==> src/rtl/rom_loader_pkg.sv <==
// Shared types and defaults for the boot-time ROM loader.
package rom_loader_pkg;

    typedef enum logic [2:0] {
        IDLE,
        LEN_HI,
        LEN_LO,
        DATA_HI,
        DATA_LO,
        CHECK,
        ERROR
    } state_t;

    localparam logic [7:0] SYNC_BYTE_DEF      = 8'hA5;
    localparam int         TIMEOUT_CYCLES_DEF = 10_000_000;

endpackage

==> src/rtl/rom_loader_if.sv <==
// Byte-stream input, ROM write port and status outputs of the loader.
interface rom_loader_if #(
    parameter int ADDR_WIDTH = 15
);
    logic [7:0]            RX_DATA;
    logic                  RX_VALID;
    logic                  ROM_WE;
    logic [ADDR_WIDTH-1:0] ROM_ADDR;
    logic [15:0]           ROM_DATA;
    logic                  CPU_RESET;
    logic                  LOADING;
    logic                  LOAD_DONE;
    logic                  LOAD_ERROR;
    logic [15:0]           WORD_COUNT;

    modport master (
        input  RX_DATA, RX_VALID,
        output ROM_WE, ROM_ADDR, ROM_DATA, CPU_RESET, LOADING, LOAD_DONE, LOAD_ERROR, WORD_COUNT
    );

    modport slave (
        output RX_DATA, RX_VALID,
        input  ROM_WE, ROM_ADDR, ROM_DATA, CPU_RESET, LOADING, LOAD_DONE, LOAD_ERROR, WORD_COUNT
    );
endinterface

==> src/rtl/rom_loader_timeout.sv <==
// Inter-byte idle timer: down-counter reloaded on every byte and while disabled.
module loader_timeout #(
    parameter int TIMEOUT_CYCLES = 10_000_000
) (
    input  logic clk_sys,
    input  logic rst_b,
    input  logic enable,
    input  logic clear,
    output logic expired
);
    localparam int               CNT_W  = (TIMEOUT_CYCLES > 1) ? $clog2(TIMEOUT_CYCLES) : 1;
    localparam logic [CNT_W-1:0] RELOAD = CNT_W'(TIMEOUT_CYCLES - 1);

    logic [CNT_W-1:0] count;

    // Terminal count lands exactly TIMEOUT_CYCLES clocks after the last byte strobe.
    always_ff @(posedge clk_sys or negedge rst_b) begin
        if (!rst_b)
            count <= RELOAD;
        else if (clear || !enable)
            count <= RELOAD;
        else if (count != '0)
            count <= count - CNT_W'(1);
    end

    assign expired = enable && (count == '0);
endmodule

==> src/rtl/rom_loader.sv <==
// Frame parser that writes 16-bit words into instruction ROM while holding the CPU in reset.
module rom_loader
    import rom_loader_pkg::*;
#(
    parameter int         ADDR_WIDTH     = 15,
    parameter int         TIMEOUT_CYCLES = TIMEOUT_CYCLES_DEF,
    parameter logic [7:0] SYNC_BYTE      = SYNC_BYTE_DEF
) (
    input  logic         CLK_100MHz,
    input  logic         RESET_N,
    rom_loader_if.master bus
);
    // state   | meaning
    // IDLE    | CPU runs, waiting for sync
    // LEN_HI  | expecting length high byte
    // LEN_LO  | expecting length low byte, range check
    // DATA_HI | expecting word high byte
    // DATA_LO | expecting word low byte, ROM write next cycle
    // CHECK   | expecting checksum byte
    // ERROR   | failed load, CPU held in reset until next sync

    localparam logic [16:0] MAX_WORDS = 17'(1) << ADDR_WIDTH;

    state_t                state, state_nxt;
    logic [7:0]            len_hi, data_hi, csum, csum_nxt;
    logic [15:0]           len, len_rx, index, index_inc;
    logic                  rom_we, load_done, is_sync, tmo_en, expired;
    logic [ADDR_WIDTH-1:0] rom_addr;
    logic [15:0]           rom_data, word_count;

    assign is_sync   = bus.RX_VALID && (bus.RX_DATA == SYNC_BYTE);
    assign len_rx    = {len_hi, bus.RX_DATA};
    assign index_inc = index + 16'd1;
    assign csum_nxt  = csum + bus.RX_DATA;
    assign tmo_en    = (state != IDLE) && (state != ERROR);

    loader_timeout #(.TIMEOUT_CYCLES(TIMEOUT_CYCLES)) u_timeout (
        .clk_sys (CLK_100MHz),
        .rst_b   (RESET_N),
        .enable  (tmo_en),
        .clear   (bus.RX_VALID),
        .expired (expired)
    );

    always_ff @(posedge CLK_100MHz or negedge RESET_N) begin
        if (!RESET_N)
            state <= IDLE;
        else
            state <= state_nxt;
    end

    always_comb begin
        state_nxt = state;
        case (state)
            IDLE, ERROR: if (is_sync) state_nxt = LEN_HI;
            LEN_HI:      if (bus.RX_VALID) state_nxt = LEN_LO;
            LEN_LO: begin
                if (bus.RX_VALID) begin
                    if ({1'b0, len_rx} > MAX_WORDS) state_nxt = ERROR;
                    else if (len_rx == 16'd0)       state_nxt = CHECK;
                    else                            state_nxt = DATA_HI;
                end
            end
            DATA_HI:     if (bus.RX_VALID) state_nxt = DATA_LO;
            DATA_LO:     if (bus.RX_VALID) state_nxt = (index_inc == len) ? CHECK : DATA_HI;
            CHECK:       if (bus.RX_VALID) state_nxt = (csum_nxt == 8'h00) ? IDLE : ERROR;
            default:     state_nxt = IDLE;
        endcase
        // A byte arriving on the terminal count takes priority over the timeout.
        if (tmo_en && expired && !bus.RX_VALID)
            state_nxt = ERROR;
    end

    always_ff @(posedge CLK_100MHz or negedge RESET_N) begin
        if (!RESET_N) begin
            len_hi     <= '0;
            len        <= '0;
            data_hi    <= '0;
            csum       <= '0;
            index      <= '0;
            rom_we     <= 1'b0;
            rom_addr   <= '0;
            rom_data   <= '0;
            load_done  <= 1'b0;
            word_count <= '0;
        end else begin
            rom_we    <= 1'b0;
            load_done <= 1'b0;
            if (bus.RX_VALID) begin
                case (state)
                    IDLE, ERROR: begin
                        if (is_sync) begin
                            csum  <= '0;
                            index <= '0;
                        end
                    end
                    LEN_HI: begin
                        len_hi <= bus.RX_DATA;
                        csum   <= csum_nxt;
                    end
                    LEN_LO: begin
                        len  <= len_rx;
                        csum <= csum_nxt;
                    end
                    DATA_HI: begin
                        data_hi <= bus.RX_DATA;
                        csum    <= csum_nxt;
                    end
                    DATA_LO: begin
                        rom_we   <= 1'b1;
                        rom_addr <= index[ADDR_WIDTH-1:0];
                        rom_data <= {data_hi, bus.RX_DATA};
                        index    <= index_inc;
                        csum     <= csum_nxt;
                    end
                    CHECK: begin
                        if (csum_nxt == 8'h00) begin
                            load_done  <= 1'b1;
                            word_count <= len;
                        end
                    end
                    default: ;
                endcase
            end
        end
    end

    always_comb begin
        bus.LOADING    = 1'b0;
        bus.CPU_RESET  = 1'b0;
        bus.LOAD_ERROR = 1'b0;
        case (state)
            LEN_HI, LEN_LO, DATA_HI, DATA_LO, CHECK: begin
                bus.LOADING   = 1'b1;
                bus.CPU_RESET = 1'b1;
            end
            ERROR: begin
                bus.CPU_RESET  = 1'b1;
                bus.LOAD_ERROR = 1'b1;
            end
            default: ;
        endcase
    end

    assign bus.ROM_WE     = rom_we;
    assign bus.ROM_ADDR   = rom_addr;
    assign bus.ROM_DATA   = rom_data;
    assign bus.LOAD_DONE  = load_done;
    assign bus.WORD_COUNT = word_count;
endmodule

==> src/flat_wrapper.sv <==
// flat-port wrapper written by rule: the top's interface ports become plain ports
module rom_loader_flat import rom_loader_pkg::*;
#(
    parameter int         ADDR_WIDTH     = 15,
    parameter int         TIMEOUT_CYCLES = TIMEOUT_CYCLES_DEF,
    parameter logic [7:0] SYNC_BYTE      = SYNC_BYTE_DEF
)
  (CLK_100MHz, RESET_N, bus_RX_DATA, bus_RX_VALID, bus_ROM_WE, bus_ROM_ADDR, bus_ROM_DATA, bus_CPU_RESET, bus_LOADING, bus_LOAD_DONE, bus_LOAD_ERROR, bus_WORD_COUNT);
  rom_loader_if #(.ADDR_WIDTH(ADDR_WIDTH)) bus_i ();
  input  logic CLK_100MHz;
  input  logic RESET_N;
  input wire logic [$bits(bus_i.RX_DATA)-1:0] bus_RX_DATA;
  input wire logic [$bits(bus_i.RX_VALID)-1:0] bus_RX_VALID;
  output wire logic [$bits(bus_i.ROM_WE)-1:0] bus_ROM_WE;
  output wire logic [$bits(bus_i.ROM_ADDR)-1:0] bus_ROM_ADDR;
  output wire logic [$bits(bus_i.ROM_DATA)-1:0] bus_ROM_DATA;
  output wire logic [$bits(bus_i.CPU_RESET)-1:0] bus_CPU_RESET;
  output wire logic [$bits(bus_i.LOADING)-1:0] bus_LOADING;
  output wire logic [$bits(bus_i.LOAD_DONE)-1:0] bus_LOAD_DONE;
  output wire logic [$bits(bus_i.LOAD_ERROR)-1:0] bus_LOAD_ERROR;
  output wire logic [$bits(bus_i.WORD_COUNT)-1:0] bus_WORD_COUNT;
  assign bus_i.RX_DATA = bus_RX_DATA;
  assign bus_i.RX_VALID = bus_RX_VALID;
  assign bus_ROM_WE = bus_i.ROM_WE;
  assign bus_ROM_ADDR = bus_i.ROM_ADDR;
  assign bus_ROM_DATA = bus_i.ROM_DATA;
  assign bus_CPU_RESET = bus_i.CPU_RESET;
  assign bus_LOADING = bus_i.LOADING;
  assign bus_LOAD_DONE = bus_i.LOAD_DONE;
  assign bus_LOAD_ERROR = bus_i.LOAD_ERROR;
  assign bus_WORD_COUNT = bus_i.WORD_COUNT;
  rom_loader #(.ADDR_WIDTH(ADDR_WIDTH), .TIMEOUT_CYCLES(TIMEOUT_CYCLES), .SYNC_BYTE(SYNC_BYTE)) u_core (.CLK_100MHz(CLK_100MHz), .RESET_N(RESET_N), .bus(bus_i));
endmodule
==> config.mk <==
export PLATFORM = sky130hd
export DESIGN_NAME = rom_loader_flat
export DESIGN_NICKNAME = d
export VERILOG_FILES = /design/src/rtl/rom_loader_pkg.sv /design/src/rtl/rom_loader_if.sv /design/src/rtl/rom_loader_timeout.sv /design/src/rtl/rom_loader.sv /design/src/flat_wrapper.sv
export SDC_FILE = /design/constraint.sdc
export NUM_CORES = 1
export LEC_CHECK = 0
export CAP_MARGIN = 20
export CORE_UTILIZATION = 40
export CTS_CLUSTER_SIZE = 14
export DETAILED_ROUTE_END_ITERATION = 10
export PLACE_DENSITY_LB_ADDON = 0.15
export SYNTH_ARGS = -nofsm -noshare
export SYNTH_HDL_FRONTEND = slang
export SYNTH_HIERARCHICAL = 1
export SYNTH_SLANG_ARGS = --single-unit
==> constraint.sdc <==
create_clock -name CLK_100MHz -period 3 [get_ports CLK_100MHz]
set_input_delay 0.75 -clock CLK_100MHz [delete_from_list [all_inputs] [get_ports CLK_100MHz]]
set_output_delay 0.75 -clock CLK_100MHz [all_outputs]
set_load 0.02 [all_outputs]
Word level (Yosys, flattened, before mapping)
Cells that the tools add are included. Widths: inputs -> output; s select.

$add $sub $neg: 3. $mul: 0. Div/mod/pow operators: 0. Order comparisons: 1. Eq/ne operators: 16. Shift operators: 0. Multiplexer cells: 26. Bitwise gates (word level): 0. Reduce and logical (&&, ||, !) cells: 29.

Operators by type and width (count): $mux 24 (2); $mux 3 (11); $pmux 16 s2 (1); $logic_not 24->1 (1); $reduce_bool 24->1 (1); $sub 24x1->24 const B (1); $pmux 3 s6 (1); $add 16x1->16 const B (1); $eq 16x16->1 (1); $gt 16x16->1 const B (1); $logic_not 16->1 (1); $mux 16 (1); $pmux 8 s2 (1); $ne 3x2->1 const B (5); $eq 3x3->1 const B (3); $reduce_and 3->1 (3); $add 8x8->8 (1); $eq 8x8->1 const B (1); $logic_not 8->1 (1); $mux 1 (8); $mux 8 (1); $reduce_and 2->1 (4); $eq 3x2->1 const B (2); $reduce_and 6->1 (1); 14 further kinds (21).

Register bits after elaboration: 132. Latch bits: 0. Bits in writable memories: 0. Bits in read-only memories: 0. Output and inout port bits: 52. Logic and storage cells: 87. Memories kept: 0.

Longest topological paths before layout
Gate-level depths: netlist of the first run.

Depth after elaboration: 7. Depth in mapped cells: 10.

Hierarchy
The synthesis of the first run kept the hierarchy.

By module, submodules not included: rom_loader (instances 1, cells an instance 522, area each 5313.8 um^2, seq. area each 2702.6 um^2); loader_timeout (instances 1, cells an instance 148, area each 1387.6 um^2, seq. area each 618.1 um^2).

Least setup slack after synthesis of the first run
No wires, ideal clock.

Kind: input port to flip-flop. Start: input port bus_RX_DATA[0]. End: register u_core.word_count[10], in the netlist u_core/bus.WORD_COUNT[10]. Arrival: 2806 ps. Setup slack: 66 ps. Stages on the path: 9. Buffers on the path: 1. Path through: ha_1 fa_1 a211o_1 o21ai_1 xor2_1 and4_1 nand4_4 buf_6 mux2_1.

Longest elaborated chain between the ends: 3.

Ends and longest elaborated chain: start, declared (RTL line flat_wrapper.sv:12) `input wire logic [$bits(bus_i.RX_DATA)-1:0] bus_RX_DATA;`; $add 8x8->8 (RTL line rom_loader.sv:34) `assign csum_nxt = csum + bus.RX_DATA;`; $logic_not 8->1 (RTL line rom_loader.sv:117) `if (csum_nxt == 8'h00) begin`; $reduce_and 3->1 (no line); end signal, assigned (RTL line rom_loader.sv:119) `word_count <= len;`; end, declared (RTL line rom_loader.sv:29) `logic [15:0] rom_data, word_count;`.

No other way between the ends. A chain may end at the register's enable or synchronous reset.

Worst setup path in the final report of the first run
Start: input port bus_RX_DATA[0]. End: register u_core.word_count[14], in the netlist u_core/bus.WORD_COUNT[14].

Same word-level chain as after synthesis.

==> impl_metrics.toml, run 1 <==
[synth]
synthMuxAreaShare_pct = 8.495
yosysTopAreaCellShare_pct = 44.06
synthFlopType = "dfrtp_1"
yosys.area_share.xor_xnor_pct = 5.881
async_flop_share_pct = 100.0
yosys.area_share.adder_pct = 2.166
syn_avg_cell_area_um2 = 10.00
synth.distinct_cells = 66
synthesis.area_mm2 = 0.006701
synthesis.nets = 692
synth-compound-area-share_pct = 9.671
synthCells = 670
yosys_register_bits = 132
synth_top_family_by_area = "simple AND/OR/NAND/NOR gates"
netlist_top_cells_area = "dfrtp_1 44%, nand2_1 8.0%, mux2_2 6.6%, dfstp_2 5.5%, xnor2_1 3.9%"
synth-edff-count = 0
yosysTopAreaCell = "dfrtp_1"
ys_seq_area_share_pct = 49.55
yosys.area_share.simple_pct = 21.56
yosys_warnings = 6

[detailed_routing]
vias = 5298
wl_um = 16660
remaining_drc_errors = 0
drtIter0Drc = 392
wl_per_cell_um = 16.78
viasPerCell = 5.335
ant_nets = 0
firstDrtPassIters = 7

[critical_path]
start_kind = "input port"
rr_endpoint = "u_core/bus.WORD_COUNT[14]"
reg2regPathDepth = 9
cp.required_ns = 3.31
path_class = "input port to flip-flop"
crit_start = "bus_RX_DATA[0]"
critical_path.max_fanout = 7
slowest_stage = "a211o_1"
r2r-start = "u_core/csum[0]"
critPathMaxStageDelay_ns = 0.35
cp_cell_sequence = "dlygate4sd2_1 > ha_4 > fa_2 > a211o_1 > o21ai_2 > xor2_1 > and4_4 > nand4_4 > buf_12 > mux2_1"
end_kind = "flip-flop"
worstSetupEndpoint = "u_core/bus.WORD_COUNT[14]"
crit_arrival_ns = 3.19
reg2reg_slack_ns = 0.31

[global_route]
grt_util_all_layers_pct = 20.38
grt_overflow = 0
grt_pass1_vias = 5203
grt_start_max_net_pins = 53
grt_pass1_wl_um = 27650
antenna_found_initial = 0

[finish]
drive_gt1_share_pct = 19.43
area_growth_pct = 26.10
nets = 786
antenna_cells = 0
fin_util_pct = 52.44
most-common-layout-cells = "142 x nand2_1, 118 x dfrtp_1, 59 x clkdlybuf4s50_1, 43 x o21ai_0"
final_common_cell = "nand2_1"

[floorplanning]
io_pins = 63
die_x_um = 131.4
die_h_um = 131.4
die-area_mm2 = 0.01728
core_area_mm2 = 0.01612
initial_core_util_pct = 41.58
rows = 46

[sta]
setup_viol = 0
rsz0062_at_grt = "no"
fin_setup_tns_ns = 0
drv_slew = 0
skew_ns = 0.01263
fmax_ghz = 0.3468
fin_crit_ns = 2.884
timing.slew.headroom_pct = 52.55
worst_pin_slew_ns = 0.7117
finalHoldViolCount = 0
fin_ws_ns = 0.1163
fin_crit_sh_pct = 96.12

[flow_run]
cap_violations = 0

[placed_design]
gp_congestion = 0.8595
dp_slack_ns = -0.5167
io_buffer_count = 62
dp_hpwl_um = 11900

[pwr]
p_seq_share_pct = 37.0
pwr-share-clk_pct = 28.4
peakVddDrop_v = 0.0005065
switching_power_w = 0.002516
netSwitchingFraction_pct = 35.19
leakagePower_nw = 3.672
power_frac_comb_pct = 34.6
internal_power_w = 0.004635
p_per_area_mw_per_mm2 = 846.2

[min_path]
hp-class = "input port to asynchronous set/reset pin"

[cts]
cts_setup_buffers = 0
cts_tree = "done"
clkTransAtPathRegs_ns = 0.06
htree_levels = 4
cts_buffers = 17
cts_hold_buf = 0
clk_latency_ns = 0.42
cts.sinks = 132
cts_buffer_depth = 2
root_buffer = "clkbuf_16"

[status]
status = "finished, final reports clean"
-- metrics by stage --
stage	power, W	cells	hold slack (ns)	area, um^2
floorplan	0.004122	670	0.4331	6701
global placement	0.005037	960	0.4427	7801
detailed placement	0.005096	960	0.4546	7801
CTS	0.007186	993	0.4114	8439
global route	0.007576	993	0.4403	8451
finish	0.007151	993	0.3836	8451
-- sequential cells by signal (all words and copies together) (netlist names) --
register                flops
u_core/index               16
u_core/u_timeout/count     24
u_core/data_hi              8
u_core/bus.ROM_WE           1
u_core/state                3
u_core/bus.WORD_COUNT      16
u_core/bus.LOAD_DONE        1
u_core/bus.ROM_DATA        16
u_core/csum                 8
u_core/len_hi               8
u_core/len                 16
u_core/bus.ROM_ADDR        15
-- worst max-delay path, delay by kind of cell --
kind	cells	cell delay, ns
xor+xnor	1	0.21
fa+ha+maj	2	0.53
mux	1	0.32
simple gates	2	0.47
buf+inv	2	0.49
compound gates	2	0.43
-- final cells by class --
type	instances	area [um^2]
clock buffers	18	429.2
flip-flops and latches	132	3321
repair buffers	104	992.2
well taps	216	270.3
fillers	1474	7665
inverters	12	45.04
multi-input cells	497	3239
clock inverters	14	153.9
-- power groups by stage --
| stage | Clock [W] | Combinational [W] | Sequential (W) |
|---|---|---|---|
| 2_1_floorplan | 0 | 0.00148 | 0.00264 |
| 3_3_place_gp | 0 | 0.00239 | 0.00265 |
| 3_5_place_dp | 0 | 0.00242 | 0.00267 |
| 4_1_cts | 0.00208 | 0.00246 | 0.00265 |
| 5_1_grt | 0.00215 | 0.00271 | 0.00271 |
| 6_report | 0.00203 | 0.00247 | 0.00264 |
-- how the worst min path moves through the flow --
stage                                  from  slack, ns  depth (start not counted)                      end
after global placement    u_core/data_hi[0]       0.44                          2   u_core/bus.ROM_DATA[8]
after global routing                RESET_N       0.44                          1  u_core/bus.ROM_DATA[12]
after CTS                           RESET_N       0.41                          1  u_core/bus.ROM_DATA[12]
after floorplan           u_core/data_hi[2]       0.43                          2  u_core/bus.ROM_DATA[10]
after detailed placement  u_core/data_hi[1]       0.45                          2   u_core/bus.ROM_DATA[9]
final                               RESET_N       0.38                          1  u_core/bus.ROM_DATA[12]
-- timing repair --
item,CTS,global route
endpoints found under the setup margin,14,16
gates cloned,1,0
pin swaps,6,3
resized for setup,8,4
-- metal layers --
layer	share of wire [%]	vias up	global-route usage [%]	wire length [um]
met5	0	-	0	0
met4	2.1	0	7.429	348
met3	3.3	24	3.858	552
met2	46	126	31.95	7672
met1	49	2607	28.00	8084
li1	-	2541	-	-
-- cell families after synthesis --
group / after synthesis
adder cells (fa/ha/maj): 11
buffers and inverters: 41
AO/OA/AOI/OAI: 103
flip-flops: 132
XOR/XNOR: 45
AND/OR/NAND/NOR: 287
multiplexers: 51
-- cell usage after synthesis, types with 5 or more instances --
library cell  number
nor2b_1            5
nand2b_1           7
clkbuf_1          15
o31ai_1           12
nor2_1            37
xnor2_1           30
or3_1              8
and4_1             5
and3_1             6
mux2_1             8
nor4_1            12
mux2_2            39
a31oi_1            8
nand4_1            8
inv_1             12
a21oi_1           13
xor2_1            15
o21ai_0           43
dfrtp_1          118
nand3_1           15
nor3_1            12
ha_1              10
buf_2             11
nand2_1          142
dfstp_2           14
(Power assumes the default switching activity.)
==> inputs of run 2 (changes only) <==
--- a/config.mk
+++ b/config.mk
@@ -9,6 +9,7 @@
 export CORE_UTILIZATION = 40
 export CTS_CLUSTER_SIZE = 14
 export DETAILED_ROUTE_END_ITERATION = 10
+export GPL_TIMING_DRIVEN = 0
 export PLACE_DENSITY_LB_ADDON = 0.15
 export SYNTH_ARGS = -nofsm -noshare
 export SYNTH_HDL_FRONTEND = slang
==> impl_metrics.toml, run 2 (synthesized netlist as in run 1, its figures left out) <==
[cts]
cts_buffers = 17
cts_tree = "done"
cts.sinks = 132
root_buffer = "clkbuf_16"
clk_latency_ns = 0.42
htree_levels = 4
cts_buffer_depth = 2
clkTransAtPathRegs_ns = 0.06

[sta]
timing.slew.headroom_pct = 58.38
worst_pin_slew_ns = 0.6201
skew_ns = 0.01145
rsz0062_at_grt = "no"
fmax_ghz = 0.3478
drv_slew = 0
fin_hold_ws_ns = 0.2929
fin_crit_sh_pct = 95.83
finalHoldViolCount = 0
fin_crit_ns = 2.875
fin_ws_ns = 0.1250
setup_viol = 0

[floorplanning]
core_area_mm2 = 0.01612
io_pins = 63
initial_core_util_pct = 41.58
die_x_um = 131.4
rows = 46
die-area_mm2 = 0.01728
die_h_um = 131.4

[detailed_routing]
firstDrtPassIters = 5
wl_per_cell_um = 16.37
vias = 5236
drtIter0Drc = 347
viasPerCell = 5.332
ant_nets = 0
wl_um = 16070
remaining_drc_errors = 0

[critical_path]
crit_arrival_ns = 3.17
critical_path.max_fanout = 10
r2r-start = "u_core/csum[0]"
end_kind = "flip-flop"
path_class = "input port to flip-flop"
start_kind = "input port"
worstSetupEndpoint = "u_core/bus.WORD_COUNT[7]"
crit_start = "bus_RX_DATA[1]"
rr_endpoint = "u_core/bus.WORD_COUNT[13]"
reg2reg_slack_ns = 0.38
cp.required_ns = 3.30
reg2regPathDepth = 9

[global_route]
grt_overflow = 0
antenna_found_initial = 0
grt_start_max_net_pins = 78
grt_pass1_vias = 5117
grt_util_all_layers_pct = 19.62
grt_pass1_wl_um = 26890

[pwr]
p_total_w = 0.007230
leakagePower_nw = 3.610
p_per_area_mw_per_mm2 = 868.0
peakVddDrop_v = 0.0005259

[finish]
fin_area_mm2 = 0.008329
largest_reg_flops = 24
regMostFlops = "u_core/u_timeout/count"
fill_cells = 1490
seqCellArea_mm2 = 0.003321
nets = 776
area_growth_pct = 24.29
fin_util_pct = 51.68
most-common-layout-cells = "142 x nand2_1, 118 x dfrtp_1, 54 x clkdlybuf4s50_1, 41 x o21ai_0, 39 x mux2_2"
drive_gt1_share_pct = 16.71
antenna_cells = 0
final_common_cell = "nand2_1"
multi_input_area_mm2 = 0.003241

[placed_design]
dp_hpwl_um = 11550
io_buffer_count = 62
gp_congestion = 0.8788
placed_cell_area_mm2 = 0.007621
dp_slack_ns = -0.9754

[status]
status = "finished, final reports clean"

[min_path]
hp-class = "input port to asynchronous set/reset pin"

[flow_run]
cap_violations = 0
[run 2: cell count changes in the layout (fill, tap and decap cells not counted), sizes merged]
cell / change
buf: -25
clkbuf: +17
clkdlybuf4s50: -5
bufinv: +3
clkinvlp: -3
inv: -3
dlygate4sd2: +2
clkdlybuf4s15: +1
clkinv: +1
dlymetal6s2s: +1
[run 2: power breakdown]
group	internal, W	leakage (nW)	total, W	switching [W]
Combinational	0.00107	1.60	0.00236	0.00129
Clock	0.00152	0.311	0.00227	0.000757
Sequential	0.00222	1.70	0.00260	0.000373
[run 2: final cells by class]
class                   instances  share of cell area (%)
flip-flops and latches        132                   39.87
multi-input cells             497                   38.91
repair buffers                 65                   7.932
clock buffers                  19                   5.438
well taps                     216                   3.245
clock inverters                12                   2.449
plain buffers                  29                   1.622
inverters                      12                  0.5408
[run 2: worst min-delay path by stage]
stage / startpoint / end / slack [ns] / depth (start not counted)
after global routing: RESET_N / u_core/u_timeout/count[11] / 0.33 / 1
after detailed placement: u_core/data_hi[3] / u_core/bus.ROM_DATA[11] / 0.46 / 2
after global placement: u_core/data_hi[4] / u_core/bus.ROM_DATA[12] / 0.45 / 2
after CTS: RESET_N / u_core/u_timeout/count[11] / 0.30 / 1
after floorplan: u_core/data_hi[2] / u_core/bus.ROM_DATA[10] / 0.43 / 2
final: RESET_N / u_core/u_timeout/count[11] / 0.29 / 1
[run 2: timing repair]
| item | 4_1_cts | 5_1_grt |
|---|---|---|
| pin swaps | 1 | 2 |
| hold buffers | 0 | 0 |
| buffers inserted | 2 | 0 |
| gates resized for setup | 12 | 9 |
| setup endpoints to repair | 20 | 19 |
[run 2: metrics by stage]
step	std cells	TNS [ns]
2_1_floorplan	670	0
3_3_place_gp	948	-518.64
3_5_place_dp	949	-21.35
4_1_cts	982	-0.01353
5_1_grt	982	0
6_report	982	0
[run 2: layer usage]
layer,routed length (um),GRT usage [%],up-vias
met2,7460,29.81,137
met5,0,0,-
met3,680,4.591,13
met4,175,5.491,0
met1,7756,27.85,2559
li1,-,-,2527
[run 2: critical path: stages]
cell           delay, ns
dlygate4sd2_1       0.42
ha_1                0.30
a211oi_2            0.34
nor4b_1             0.09
or3b_1              0.41
nor2_2              0.21
nand4_4             0.15
buf_6               0.19
mux2_1              0.31
==> RTL change 1 (settings of run 2) <==
`TIMEOUT_CYCLES_DEF`: 10_000_000 -> 40_000_000.
--- a/src/rtl/rom_loader_pkg.sv
+++ b/src/rtl/rom_loader_pkg.sv
@@ -12,7 +12,7 @@
     } state_t;
 
     localparam logic [7:0] SYNC_BYTE_DEF      = 8'hA5;
-    localparam int         TIMEOUT_CYCLES_DEF = 10_000_000;
+    localparam int         TIMEOUT_CYCLES_DEF = 40_000_000;
 
 endpackage
 
Behaviour: no difference found for any inputs over 4 cycles, from zero or initial values and one cycle with RESET_N low; that may be too few to reach the edited logic, so the function may still have changed.
==> RTL change 1 against run 2 <==
The run now ends with setup timing left. Global-route usage is 0.38 points higher. Wire length is 4.0% higher. Via count is 3.0% higher. Combinational power is 2% higher. Final area is 1.2% higher. Total power is 0.63% higher. Area after synthesis is 1.2% higher. Final cell count is 1.5% higher. Sequential share of layout area is 0.13 points higher. Sequential cell count is 2 higher. Setup slack worse by 0.19 ns. Core utilization is 0.83 points lower. Critical endpoint is now u_core/bus.WORD_COUNT[3]. Largest power group unchanged.
==> RTL change 1: results (changes against run 2) <==
Pwr
  • Combinational power: 2.41 mW (was 2.36 mW)
  • Sequential share of power: 36.4% (was 35.9%)
  • Worst VDD drop: 0.000460 V (was 0.000526 V)
  • Net Sw Power: 2.53 mW (was 2.42 mW)

Timing
  • Slack of the critical path: -0.0651 ns (was 0.125 ns)
  • Slew @ Worst Pin: 0.653 ns (was 0.620 ns)
  • Setup_tns: -0.738 ns (was 0 ns)
  • Tmin final: 3.07 ns (was 2.87 ns)
  • Final Skew: 0.0106 ns (was 0.0115 ns)
  • Final setup fails: 16 (was 0)

Run status
  • Violated checks: setup timing
  • Run status: finished, violations left (was complete, no violations)

Logic synthesis
  • Sequential area share after synthesis: 49.8% (was 49.6%)
  • Syn nets: 700 (was 692)
  • Yosys cell types: 71 (was 66)
  • Post-Syn Area per Cell: 9.99 sq um (was 10.0 sq um)

Final layout
  • Layout cell share with drive strength beyond 1: 17.6% (was 16.7%)

Placement
  • Dpl hpwl: 11.6 mm (about the same)
  • Cell Area, Placed: 7700 sq um (was 7620 sq um)
  • DP Cell Count: 962 (was 949)

Critical path
  • CP Max Fanout: 7 (was 10)
  • Kind of cell with the highest combined delay on the critical path: compound AO/OA/AOI/OAI gates (was simple AND/OR/NAND/NOR gates)
  • CP max stage cell: a2111oi_1 (was dlygate4sd2_1)

Global routing
  • M1 GR Usage: 28.0% (was 27.9%)
  • Largest net degree at the start of global routing: 87 (was 78)
  • Gr usage total: 20.0% (was 19.6%)

Detailed routing
  • Avg Vias per Cell: 5.41 (was 5.33)
  • Met3 WL: 712 um (was 680 um)
  • Vias: 5393 (was 5236)
  • Total routed wirelength: 16.7 mm (was 16.1 mm)
  • Drt initial violations: 282 (was 347)
  • Met1 wire length: 7.96 mm (was 7.76 mm)
[RTL change 1: cell count changes in the layout (fill, tap and decap cells not counted), sizes merged, moves of 3 or more]
cell	before	now
xor2	15	11
o21ai	45	53
a21oi	13	17
or3	8	11
o211ai	0	3
xnor2	30	21
nand2	142	135
buf	18	22
nor2	38	34
or4	4	11
nand4	10	6
nand3b	3	6
nor4	16	12
[RTL change 1: cell type report]
cell class | count | area [sq um]
clock inverters | 15 | 203
multi-input cells | 500 | 3280
repair buffers | 66 | 666
clock buffers | 17 | 425
plain buffers | 33 | 169
inverters | 12 | 45.0
flip-flops and latches | 134 | 3370
fillers | 1531 | 8150
well taps | 220 | 275
[RTL change 1: what timing repair did]
action | in CTS | in global routing
buffers inserted | 2 | 1
endpoints found under the setup margin | 20 | 29
hold buffers | 0 | 0
pin swaps | 1 | 1
gates cloned | 0 | 0
resized for setup | 14 | 15
[RTL change 1: worst paths after layout]
kind / start / cells after the start / to / slack [ns]
setup reg to reg: u_core/u_timeout/count[21] / 11 / u_core/state[0] / 0.14
min in group CLK_100MHz: u_core/bus.ROM_ADDR[10] / 2 / u_core/bus.ROM_ADDR[10] / 0.47
max in group asynchronous: RESET_N / 2 / u_core/len[12] / 1.97
setup / recovery: bus_RX_DATA[0] / 10 / u_core/bus.WORD_COUNT[3] / -0.07
hold / removal: RESET_N / 1 / u_core/u_timeout/count[10] / 0.27
hold reg to reg: u_core/bus.ROM_ADDR[10] / 2 / u_core/bus.ROM_ADDR[10] / 0.47
[RTL change 1: cells by family after synthesis]
group,share of synthesized area [%]
fa+ha+maj,1.96
compound gates,11.0
xor+xnor,4.13
flops,49.8
simple gates,21.7
mux,8.38
buf+inv,3.08
==> RTL change 2 (config.mk and constraints of run 2) <==
Without the edit above. Encoding of `state_t`: now Gray code (3 bits for 7 states).
--- a/src/rtl/rom_loader_pkg.sv
+++ b/src/rtl/rom_loader_pkg.sv
@@ -2,13 +2,13 @@
 package rom_loader_pkg;
 
     typedef enum logic [2:0] {
-        IDLE,
-        LEN_HI,
-        LEN_LO,
-        DATA_HI,
-        DATA_LO,
-        CHECK,
-        ERROR
+        IDLE    = 3'b000,
+        LEN_HI  = 3'b001,
+        LEN_LO  = 3'b011,
+        DATA_HI = 3'b010,
+        DATA_LO = 3'b110,
+        CHECK   = 3'b111,
+        ERROR   = 3'b101
     } state_t;
 
     localparam logic [7:0] SYNC_BYTE_DEF      = 8'hA5;
Behaviour: no difference found for any inputs over 4 cycles, from zero or initial values and one cycle with RESET_N low; so few cycles prove little.
==> RTL change 2 against run 2 <==
Combinational power increased by 3%. Final cell count increased by 0.51%. Core utilization decreased by 1.5 points. Area after synthesis increased by 0.41%. Total power decreased by 2.5%. Setup slack got worse by 0.082 ns. Sequential cell count unchanged. Wire length increased by 4.0%. Final area decreased by 0.36%. Critical path type unchanged. Largest power group unchanged. Highest routed layer unchanged.
==> RTL change 2: results (changes against run 2) <==
Placement
  • Final GP Congestion: 0.837 (was 0.879)
  • DP Worst Slack: -0.930 ns (was -0.975 ns)

Clocking
  • Resize count post-CTS: 24 (was 12)

Critical path
  • Kind of cell with the highest combined delay on the critical path: compound AO/OA/AOI/OAI gates (was simple AND/OR/NAND/NOR gates)
  • Worst Reg2Reg Path Length in Cells: 10 (was 9)
  • CP max stage cell: a311o_1 (was dlygate4sd2_1)
  • Worst R2R Setup Slack: 0.24 ns (was 0.38 ns)
  • Critical path destination: u_core/bus.WORD_COUNT[13] (was u_core/bus.WORD_COUNT[7])

Logic synthesis
  • Synth Area in XOR/XNOR: 5.47% (was 5.88%)
  • Post-Synth Adder-Cell Area: 2.16% (was 2.17%)
  • Top post-synthesis cells by area: dfrtp_1 (44%), nand2_1 (7.5%), mux2_2 (6.7%) (was dfrtp_1 (44%), nand2_1 (8.0%), mux2_2 (6.6%))
  • Sequential area share after synthesis: 49.3% (was 49.6%)
  • Post-synthesis mux area share: 9.52% (was 8.50%)
  • Yosys cell types: 65 (was 66)
  • Top-area cell type share of the netlist area: 43.9% (was 44.1%)

Detailed routing
  • Total routed wirelength: 16.7 mm (was 16.1 mm)
  • Vias: 5352 (was 5236)
  • Drt initial violations: 371 (was 347)
  • Drt first pass iters: 7 (was 5)

Pwr
  • Worst VDD drop: 0.000525 V (was 0.000526 V)
  • Net Sw Power: 2.44 mW (was 2.42 mW)
  • Sequential share of power: 37.1% (was 35.9%)
  • Leak: 3.57 nW (was 3.61 nW)
  • Comb pwr share: 34.5% (was 32.6%)

Global routing
  • Gr usage total: 20.3% (was 19.6%)
  • Via count of the first global-routing pass: 5186 (was 5117)
  • Largest net degree at the start of global routing: 94 (was 78)

Die
  • Row cnt: 47 (was 46)

Run status
  • Run status: complete, no violations (unchanged)

Timing
  • Rel. slew slack: 55.0% (was 58.4%)
  • Final Skew: 0.00814 ns (was 0.0115 ns)
  • Crit share post-route: 98.6% (was 95.8%)
[RTL change 2: per-stage QoR]
stage               instances  total power, mW  utilization, %  cell area (sq um)
global route              987             7.48            50.2               8300
detailed placement        955             4.94            46.4               7660
CTS                       987             7.02            50.0               8250
global placement          953             4.86            46.2               7630
finish                    987             7.05            50.2               8300
floorplan                 671             4.12               -               6730
[RTL change 2: cell type report]
class	count	share of cell area [%]
multi-input cells	501	40.0
flip-flops and latches	132	40.0
repair buffers	64	7.69
clock buffers	20	5.38
well taps	220	3.32
plain buffers	29	1.78
clock inverters	12	1.39
inverters	9	0.407
[RTL change 2: per-layer routing]
metal  part of all wire, %  GRT usage, %  wire, um  up-vias
met4                   2.1          8.46       356        0
li1                      -             -         -     2530
met2                    45          29.7      7520      139
met3                   5.3          5.44       886       24
met5                     0             0         0        -
met1                    48          28.4      7950     2659
